`src/rtl/bus_wait_pkg.sv`:
```
// rtl/bus_wait_pkg.sv - shared types and constants for the XT bus wait-state sequencer
package bus_wait_pkg;

  typedef enum logic [1:0] {IDLE, COUNT, EXTWAIT, DONE} wait_state_t;
  typedef enum logic [1:0] {CLS_IO, CLS_MEM, CLS_VIDEO} bus_class_t;

  localparam logic [2:0] VIDEO_REGION = 3'b101;

  localparam logic [1:0] CFG_SEL_IO    = 2'd0;
  localparam logic [1:0] CFG_SEL_MEM   = 2'd1;
  localparam logic [1:0] CFG_SEL_VIDEO = 2'd2;
  localparam logic [1:0] CFG_SEL_CLEAR = 2'd3;

  // An I/O strobe takes precedence over a concurrent memory strobe.
  function automatic bus_class_t classify(input logic io_cmd, input logic [2:0] region);
    if (io_cmd)
      return CLS_IO;
    else if (region == VIDEO_REGION)
      return CLS_VIDEO;
    else
      return CLS_MEM;
  endfunction

endpackage

```
`src/rtl/cpu_clock_edge.sv`:
```
// rtl/cpu_clock_edge.sv - cpu_clock level sampled on the system clock, one-clock edge pulses
module cpu_clock_edge (
  input  logic clock,
  input  logic reset,
  input  logic cpu_clock,
  output logic rise,
  output logic fall
);

  logic prev_cpu_clock;

  always_ff @(posedge clock) begin
    if (reset)
      prev_cpu_clock <= 1'b0;
    else
      prev_cpu_clock <= cpu_clock;
  end

  assign rise = ~prev_cpu_clock & cpu_clock;
  assign fall = prev_cpu_clock & ~cpu_clock;

endmodule

```
`src/rtl/bus_wait_state_sequencer.sv`:
```
// rtl/bus_wait_state_sequencer.sv - per-class wait states, external ready extension and bus watchdog
module bus_wait_state_sequencer
  import bus_wait_pkg::*;
#(
  parameter int NUM_EXT        = 2,
  parameter int IO_WAIT_RST    = 1,
  parameter int MEM_WAIT_RST   = 0,
  parameter int VIDEO_WAIT_RST = 4,
  parameter int TIMEOUT_CYCLES = 64
) (
  input  logic               clock,
  input  logic               reset,
  input  logic               cpu_clock,
  input  logic               io_read_n,
  input  logic               io_write_n,
  input  logic               memory_read_n,
  input  logic               memory_write_n,
  input  logic               address_enable_n,
  input  logic [19:0]        address,
  input  logic [NUM_EXT-1:0] ext_ready_n,
  input  logic               cfg_write,
  input  logic [1:0]         cfg_select,
  input  logic [3:0]         cfg_data,
  output logic               io_channel_ready,
  output logic               bus_timeout,
  output logic               timeout_status
);

  localparam int TW = $clog2(TIMEOUT_CYCLES + 1);
  localparam logic [TW-1:0] TIMER_LAST = TW'(TIMEOUT_CYCLES - 1);

  wait_state_t   state, state_next;
  bus_class_t    start_class;
  logic [3:0]    io_wait, mem_wait, video_wait;
  logic [3:0]    count, start_wait;
  logic [TW-1:0] timer;
  logic          io_cmd, mem_cmd, command, prev_command, start;
  logic          ext_clear, cpu_rise, cpu_fall;
  logic          timeout_fire, ready_next;

  cpu_clock_edge u_cpu_clock_edge (
    .clock     (clock),
    .reset     (reset),
    .cpu_clock (cpu_clock),
    .rise      (cpu_rise),
    .fall      (cpu_fall)
  );

  // DMA memory cycles (address_enable_n low) are not CPU cycles and are ignored.
  assign io_cmd    = ~io_read_n | ~io_write_n;
  assign mem_cmd   = address_enable_n & (~memory_read_n | ~memory_write_n);
  assign command   = io_cmd | mem_cmd;
  assign start     = command & ~prev_command;
  assign ext_clear = &ext_ready_n;

  assign start_class = classify(io_cmd, address[19:17]);

  always_comb begin
    start_wait = mem_wait;
    case (start_class)
      CLS_IO:    start_wait = io_wait;
      CLS_VIDEO: start_wait = video_wait;
      default:   start_wait = mem_wait;
    endcase
  end

  always_comb begin
    state_next   = state;
    timeout_fire = 1'b0;
    case (state)
      IDLE: begin
        if (start) begin
          if (start_wait != 4'd0)
            state_next = COUNT;
          else if (!ext_clear)
            state_next = EXTWAIT;
          else
            state_next = DONE;
        end
      end
      COUNT: begin
        if (!command)
          state_next = IDLE;
        else if (cpu_rise && count == 4'd1)
          state_next = EXTWAIT;
      end
      EXTWAIT: begin
        // A peripheral releasing on the watchdog's final edge wins over the timeout.
        if (!command)
          state_next = IDLE;
        else if (ext_clear)
          state_next = DONE;
        else if (cpu_rise && timer == TIMER_LAST) begin
          state_next   = DONE;
          timeout_fire = 1'b1;
        end
      end
      DONE: begin
        if (!command)
          state_next = IDLE;
      end
      default: state_next = IDLE;
    endcase
  end

  // Ready is registered from the next state so it moves one clock after each decision.
  always_comb begin
    ready_next = 1'b1;
    case (state_next)
      COUNT:   ready_next = 1'b0;
      EXTWAIT: ready_next = ext_clear;
      default: ready_next = 1'b1;
    endcase
  end

  always_ff @(posedge clock) begin
    if (reset) begin
      state            <= IDLE;
      io_channel_ready <= 1'b1;
      bus_timeout      <= 1'b0;
      prev_command     <= 1'b0;
    end else begin
      state            <= state_next;
      io_channel_ready <= ready_next;
      bus_timeout      <= timeout_fire;
      prev_command     <= command;
    end
  end

  always_ff @(posedge clock) begin
    if (reset) begin
      count <= 4'd0;
      timer <= '0;
    end else begin
      if (state == IDLE && start)
        count <= start_wait;
      else if (state == COUNT && cpu_rise)
        count <= count - 4'd1;

      if (state_next == EXTWAIT && state != EXTWAIT)
        timer <= '0;
      else if (state == EXTWAIT && cpu_rise)
        timer <= timer + 1'b1;
    end
  end

  // Count is latched from the old register value, so a same-clock write only affects later cycles.
  always_ff @(posedge clock) begin
    if (reset) begin
      io_wait        <= 4'(IO_WAIT_RST);
      mem_wait       <= 4'(MEM_WAIT_RST);
      video_wait     <= 4'(VIDEO_WAIT_RST);
      timeout_status <= 1'b0;
    end else begin
      if (cfg_write) begin
        case (cfg_select)
          CFG_SEL_IO:    io_wait    <= cfg_data;
          CFG_SEL_MEM:   mem_wait   <= cfg_data;
          CFG_SEL_VIDEO: video_wait <= cfg_data;
          default:       ;
        endcase
      end
      if (timeout_fire)
        timeout_status <= 1'b1;
      else if (cfg_write && cfg_select == CFG_SEL_CLEAR)
        timeout_status <= 1'b0;
    end
  end

endmodule

```
`config.mk`:
```
export PLATFORM = sky130hd
export DESIGN_NAME = bus_wait_state_sequencer
export DESIGN_NICKNAME = d
export VERILOG_FILES = /design/src/rtl/bus_wait_pkg.sv /design/src/rtl/cpu_clock_edge.sv /design/src/rtl/bus_wait_state_sequencer.sv
export SDC_FILE = /design/constraint.sdc
export NUM_CORES = 1
export LEC_CHECK = 0
export BUFFER_PORTS_ARGS = -buffer_cell sky130_fd_sc_hd__buf_2
export CAP_MARGIN = 20
export CORE_UTILIZATION = 55
export DETAILED_ROUTE_END_ITERATION = 8
export GPL_TIMING_DRIVEN = 0
export PLACE_DENSITY = 0.83
export SLEW_MARGIN = 10
export SYNTH_ARGS = -nofsm -noshare
export SYNTH_HDL_FRONTEND = slang
export SYNTH_SLANG_ARGS = --single-unit
```
`constraint.sdc`:
```
create_clock -name clock -period 3.9 [get_ports clock]
set_input_delay 0.39 -clock clock [delete_from_list [all_inputs] [get_ports clock]]
set_output_delay 0.39 -clock clock [all_outputs]
set_load 0.005 [all_outputs]
```
# Word-level counts from Yosys, hierarchy flattened
# Cells that the tools add are included.
# word_totals
out_inout_bits	3
wordCells	78
in_bits	37
register_bits	30
# classes
n_addsub	2
n_eq_ne	13
mux	22
reduce_logical	18
bitwise	12
# ops
op	count
$mux 2	10
$eq 2x2->1 const B	6
$mux 4	2
$pmux 2 s4	1
$pmux 4 s2	1
$reduce_and 2->1	4
$add 7x1->7 const B	1
$eq 7x6->1 const B	1
$logic_and 1x1->1	7
$mux 1	7
$eq 2x1->1 const B	3
$logic_not 2->1	3
$not 1->1	6
$eq 4x1->1 const B	1
$reduce_bool 2->1	2
$reduce_bool 4->1	1
$sub 4x1->4 const B	1
$and 1x1->1	3
$eq 3x3->1 const B	1
$or 1x1->1	3
$ne 2x2->1 const B	1
$pmux 1 s2	1
$reduce_or 2->1	1

# Longest topological paths before layout
# Gate-level depths: netlist of the first run.
# logic_depth
depth_word	12
mapped_depth	7
mapped_depth_nobuf	7

# By module
# A second synthesis of the first run with hierarchy kept.
# unflattened
hier_cells	164
hier_area_um2	1485.2
# modules_own_cells
module	seq_area_each_um2	instances	area_per_inst_um2	cells_each
bus_wait_state_sequencer	580.6	1	1446.4	160
cpu_clock_edge	20.0	1	38.8	4

# Least setup slack after synthesis of the first run
# OpenSTA, ideal clock, no wires.
# synth_path
path_kind	in2reg
from	in address[18]
to	reg timer[3]
setup_slack_ns	2.377
t_required_ns	3.763
path_buffers	0
setup_ns	0.137
stages	5
arrival_time_ns	1.387
path_cell_list	nand3b_4 -> a211oi_2 -> o22ai_1 -> nor4_4 -> nor4bb_1
# synth_between
elab_chain_len	12
word_cells_on_any_way	13
classes_between	eq/ne (3); mux (6); reduce/logical (4)
# synth_rtl
item	line_no	text
start: declaration	bus_wait_state_sequencer.sv:19	input logic [19:0] address,
$eq 3x3->1 *	bus_wait_pkg.sv:18	else if (region == VIDEO_REGION)
$mux 2 *	bus_wait_pkg.sv:18	
$mux 2 *	bus_wait_pkg.sv:16	if (io_cmd)
$eq 2x2->1 / $logic_not 2->1 (equally long branches)	bus_wait_state_sequencer.sv:60	case (start_class)
$pmux 4 s2 *	bus_wait_state_sequencer.sv:60	
$reduce_bool 4->1 *	bus_wait_state_sequencer.sv:73	if (start_wait != 4'd0)
$mux 2 *	bus_wait_state_sequencer.sv:73	
$mux 2 *	bus_wait_state_sequencer.sv:72	if (start) begin
$pmux 2 s4 *	bus_wait_state_sequencer.sv:70	case (state)
$eq 2x2->1 *	bus_wait_state_sequencer.sv:140	if (state_next == EXTWAIT && state != EXTWAIT)
$logic_and 1x1->1 *	bus_wait_state_sequencer.sv:140	
$reduce_or 2->1 (no line) *	-	
end signal: assignment	bus_wait_state_sequencer.sv:143	timer <= timer + 1'b1;
end: declaration	bus_wait_state_sequencer.sv:36	logic [TW-1:0] timer;
# Every way passes the cells marked *; elsewhere a longest branch is shown, timed or not.
# A chain may end at the register's enable or synchronous reset.

# Worst setup path in the final report of the first run
# layout_path
from	reg count[0]
to	reg io_channel_ready
# layout_between
elab_chain_len	7
word_cells_on_any_way	8
classes_between	eq/ne (3); mux (4); reduce/logical (1)
# layout_rtl
item	line_no	text
start: declaration	bus_wait_state_sequencer.sv:35	logic [3:0] count, start_wait;
start signal: assignment	bus_wait_state_sequencer.sv:136	count <= start_wait;
start signal: assignment	bus_wait_state_sequencer.sv:138	count <= count - 4'd1;
$eq 4x1->1 *	bus_wait_state_sequencer.sv:84	else if (cpu_rise && count == 4'd1)
$logic_and 1x1->1 *	bus_wait_state_sequencer.sv:84	
$mux 2 *	bus_wait_state_sequencer.sv:84	
$mux 2 *	bus_wait_state_sequencer.sv:82	if (!command)
$pmux 2 s4 *	bus_wait_state_sequencer.sv:70	
$eq 2x2->1 / $eq 2x1->1 (equally long branches)	bus_wait_state_sequencer.sv:109	case (state_next)
$pmux 1 s2 *	bus_wait_state_sequencer.sv:109	
end signal: assignment	bus_wait_state_sequencer.sv:124	io_channel_ready <= ready_next;
end: declaration	bus_wait_state_sequencer.sv:24	output logic io_channel_ready,
# Marked as above.

==> metrics.txt, run 1 <==
status completed; count leader, synth dfxtp_1; Final min period approximately 1.7 ns; maximum VDD drop between 0.2 and 0.3 mV; Finished Layout Cells 223; final wirelength about 3.3 mm; Final Total Pwr just over 0.0006 W; Seq/Total Area, Yosys between 30% and 40%; Critical Path Fanout Max 4; TritonCTS Buffers 5; Max Cap Violations 0; cts repair resizes 0; Die Wd 55.0 um; Async S/R FF share, synth 0%; Chip Height 55.0 um; IO Port Bufs 22; Data required, critical path around 4.1 ns; Post-synth EDFFs 0; Slew HR 60.1%; area grow syn2layout 12.9%; Slew Limit Fails 0; clk_lat worst skew 0.32 ns; CTS tree built; H-tree Lvls 2; post-route ant nets 0; Synth Register Bits 30; Final setup viols 0; Diodes inserted 0; Tcrit/Tclk final 44.8%; Ys Warns 0; Remaining DRCs 0; vias in the first global route between 1000 and 1500; Final Wtd Congestion between 0.8 and 0.9; Hold WS ~0.33 ns; Die ar. roughly 3000 um^2; commonest cells in the netlist dfxtp_1, nor2_1, mux2i_1; Synthesized Nets roughly 200; initial detailed-routing violation count 36; Reg clk slew, reported paths roughly 0.090 ns; placed wire-length estimate 2.54 mm; worst slew pin tran just under 0.6 ns; floorplan row count 18; total track usage 26.2%; First-pass DRT Iterations 4; final hold vios 0; Main synth FF type dfxtp_1; Synth cell types 48; overflow left after global routing 0; syn avg cell area about 9.4 um^2; Max Root-Sink Buffers 2; number of vias in the routed layout approximately 1300; # IOs 40; Initial Util roughly 60%; setup repair after global routing missed its margin false; Setup CP Type flop to flop; critical path launch point type flop; pin count of the biggest net entering global routing 11; final core occ about two thirds; hold path startpoint cfg_data[0]; final-layout fill cell count 224; hold crit path type primary input to flop; nets@finish between 200 and 250; FMAX about 570 MHz; CTS hold repair buffers 0; Synth area leader dfxtp_1; Post-Syn Area ~1500 um^2; Clk Tree Root Cell clkbuf_4; Worst R2R Start count[0]; worst path arrival time ~2 ns; initial antenna violation count 0; pwr/cell area around 350 nW/um^2; Synth area leaders dfxtp_1, mux2i_1, nor2_1; Gate Count Post-Synth ~170; Via density just under 6; Synth top area share roughly 39%; Worst Clk Skew 0.00829 ns; Critical Path Sink Type flop; worst setup path startpoint count[0]; dpl cells 217; sum of negative setup slack 0 ns; leakage roughly 0.78 nW; total setup buffers inserted after CTS 0; Core Area 2570 um^2; first-pass GRT wire length approximately 5.5 mm; clk sinks 30; fraction of layout cells with a size suffix above 1 between 20% and 30%; DR WL/cell about 15 um
## layout by cell type (no fill, tap or decap), types with 3 or more instances in the layout
master,netlist,routed
nand3_1,4,4
a211oi_1,5,5
dfxtp_1,30,30
mux2i_1,15,15
ha_1,3,3
nor2_1,29,29
a21oi_1,10,10
xnor2_1,3,3
xor2_1,4,4
buf_2,1,23
nor3_1,4,4
clkbuf_4,0,5
nand2_1,11,11
inv_1,4,4
## metrics by stage
stage	instance area, um^2	setup WS [ns]
final	1750	2.15
after floorplan	1550	2.38
after CTS	1750	2.17
after global placement	1700	2.10
after detailed placement	1700	2.02
after global routing	1750	2.02
## layer usage
layer | share of wire [%] | vias to the layer above | GRT usage, %
li1 | - | 657 | -
met1 | 45 | 603 | 30.9
met2 | 49 | 38 | 44.8
met3 | 4.7 | 8 | 6.01
met4 | 1.5 | 0 | 12.1
met5 | 0 | - | 0
## cell families (layout without fill, tap and decap cells)
logic type	count (synthesis)	in the layout	synth area share, %
DFF	30	30	38.8
buffers and inverters	8	36	2.50
muxes	15	15	9.70
xor gates and xnor gates	7	7	3.96
and+or+nand+nor	73	73	29.3
adders and majority gates	3	3	2.43
AOI/OAI and AO/OA	29	29	13.3
## flip-flops by register name (all words and copies together), names as in the netlist, 2 cells and up
signal and count:
timer 7, count 4, state 2, mem_wait 4, io_wait 4, video_wait 4
## critical path, cell delays in order (launching register included)
cell and delay [ns]:
dfxtp_1 0.41, ha_1 0.16, nor3b_1 0.34, a41oi_1 0.16
nor2_1 0.21, a211oi_1 0.08, a211o_1 0.28
## power breakdown
| group | switching [W] | internal (W) |
|---|---|---|
| sequential | 0.0000125 | 0.000321 |
| clock | 0.0000990 | 0.0000811 |
| combinational | 0.0000575 | 0.0000460 |
## area by class of cell
cell class	instances	area, um^2	share of cell area [%]
plain buffers	4	23.8	1.36
inverters	4	15.0	0.860
repair buffers	22	110	6.30
well taps	30	37.5	2.15
multi-input cells	127	908	52.0
flip-flops and latches	30	601	34.4
clock buffers	6	51.3	2.94
## final timing paths
kind,to,slack (ns),cells after the start
worst max-delay path,io_channel_ready,2.15,6
worst min-delay path,io_wait[0],0.33,3
worst max register to register,io_channel_ready,2.15,6
worst min register to register,timeout_status,0.49,1
(Power assumes the default switching activity.)
==> run 2: changes to the inputs <==
--- a/config.mk
+++ b/config.mk
@@ -7,10 +7,10 @@
 export LEC_CHECK = 0
 export BUFFER_PORTS_ARGS = -buffer_cell sky130_fd_sc_hd__buf_2
 export CAP_MARGIN = 20
-export CORE_UTILIZATION = 55
+export CORE_UTILIZATION = 52
 export DETAILED_ROUTE_END_ITERATION = 8
 export GPL_TIMING_DRIVEN = 0
-export PLACE_DENSITY = 0.83
+export PLACE_DENSITY = 0.79
 export SLEW_MARGIN = 10
 export SYNTH_ARGS = -nofsm -noshare
 export SYNTH_HDL_FRONTEND = slang
==> constraint.sdc (replaced) <==
create_clock -name clock -period 1.7 [get_ports clock]
set_input_delay 0.17 -clock clock [delete_from_list [all_inputs] [get_ports clock]]
set_output_delay 0.17 -clock clock [all_outputs]
set_load 0.005 [all_outputs]
==> metrics.txt, run 2 (synthesis gave the netlist of run 1 again) <==
fraction of power spent switching nets roughly 28%; Max Root-Sink Buffers 2; pin count of the biggest net entering global routing 11; FMAX approximately 620 MHz; Finished Layout Cells ~230; max FFs per register 7; P_int approximately 0.0011 W; H-tree Lvls 2; Critical Path Fanout Max 4; total track usage between 20 and 25%; Worst R2R Start timer[0]; initial antenna violation count 0; Slew HR a little under two thirds; hold crit path type primary input to flop; Data required, critical path 1.92 ns; Largest Register timer; clk_lat worst skew 0.34 ns; Storage cell area between 600 and 700 um^2; placed wire-length estimate 2.38 mm; Chip Height between 50 and 60 um; hold path startpoint cfg_data[1]; Die Wd between 50 and 60 um; Slew Limit Fails 0; CTS tree built; Via density around 5.6; Clock Power Share 30.6%; Initial Util a little under three fifths; Worst Clk Skew between 0.01 and 0.015 ns; multi-input logic area about 930 um^2; nets@finish 234; vias in the first global route 1233; Crit-path slowest cell dfxtp_1; max layer used met4; Hold WS between 0.09 and 0.1 ns; final core occ between 60% and 70%; DR WL/cell roughly 14 um; Final Wtd Congestion roughly 0.85; first-pass GRT wire length between 5 and 6 mm; status completed; P_sw 0.000412 W; worst path bufs/invs 0; CP cell instances ha_1 > nand4bb_1 > o21ai_1 > o2111a_2 > nor2_1 > a211o_1; Die ar. between 3000 and 4000 um^2; combinational power share 16.8%; First-pass DRT Iterations 7; Reg power frac between 50% and 60%; Final min period ~1.6 ns; IO Port Bufs 22; CTS hold repair buffers 0; worst setup path startpoint timer[0]; critical path launch point type flop; final-layout fill cell count 233; Setup CP Type flop to flop; Tcrit/Tclk final 95.2%; worst slew pin tran about 0.54 ns; placed cell area 1700 um^2; Final Instance Area about 1800 um^2; Max Cap Violations 0; pwr/cell area around 800 nW/um^2; clk sinks 30; Diodes inserted 0; Clk Tree Root Cell clkbuf_4; Worst path top cell family by delay compound AO/OA/AOI/OAI gates; final wirelength 3.13 mm; number of vias in the routed layout 1267; Core Area 2780 um^2; # IOs 40; met3 WL 121 um; CP peak stage delay roughly 0.38 ns; overflow left after global routing 0; Remaining DRCs 0; floorplan row count 19; final hold vios 0; area grow syn2layout 15.4%; maximum VDD drop 0.634 mV; setup repair after global routing missed its margin false; Reg clk slew, reported paths about 0.09 ns; Met2 Wirelength 1.48 mm; M1 wire length 1.49 mm; TritonCTS Buffers 5; dpl cells 218; fraction of layout cells with a size suffix above 1 24.6%; sum of negative setup slack 0 ns; Final setup viols 0; most frequent cells in the layout nor2_1, dfxtp_1, buf_2; post-route ant nets 0; worst path arrival time ~1.8 ns; Critical Path Sink Type flop; leakage a little under 0.8 nW; initial detailed-routing violation count 57
==> run 2: cell types whose count changed in the layout (fill, tap and decap cells not counted), sizes merged <==
cell	delta
clkbuf	+1
clkinv	+1
==> run 2: worst paths after layout <==
kind                                    endpoint  slack [ns]  cells after the start
worst min register to register    timeout_status        0.50                      1
worst max-delay path            io_channel_ready        0.08                      6
worst min-delay path                 mem_wait[1]         0.1                      3
worst max register to register  io_channel_ready        0.08                      6
==> run 2: repair_timing <==
action / 4_1_cts / 5_1_grt
endpoints found under the hold margin: 0 / 0
pin swaps: 0 / 1
endpoints found under the setup margin: 1 / 10
buffers inserted: 0 / 0
gates resized for setup: 1 / 7
==> run 2: area by class of cell <==
cell class                      instances  area share, %
Timing Repair Buffer                   22           6.17
Inverter                                4          0.841
Tap cell                               31           2.17
Clock buffer                            7           3.08
Multi-Input combinational cell        127           52.3
Clock inverter                          1          0.280
Buffer                                  4           1.33
Sequential cell                        30           33.8
==> run 2: routing by layer <==
metal	vias up	track usage [%]
li1	651	-
met1	587	27.0
met2	24	35.5
met3	5	7.83
met4	0	8.01
met5	-	0
==> run 2: power groups by stage <==
stage                     clock network (W)  logic, W  registers [W]
final                              0.000448  0.000246       0.000769
after global routing               0.000495  0.000273       0.000774
after CTS                          0.000456  0.000237       0.000765
after global placement                    0  0.000225       0.000778
after detailed placement                  0  0.000234       0.000780
after floorplan                           0  0.000164       0.000774
==> run 2: per-stage QoR <==
stage / setup WS, ns / total power [W]
final: 0.0808 / 0.00146
after floorplan: 0.180 / 0.000938
after global routing: 0.0147 / 0.00154
after detailed placement: -0.0862 / 0.00101
after CTS: 0.0358 / 0.00146
after global placement: -0.0508 / 0.00100
==> run 2: worst min-delay path, stage by stage <==
cell,delay [ns]
buf_2,0.10
mux2i_1,0.06
nor2_1,0.07
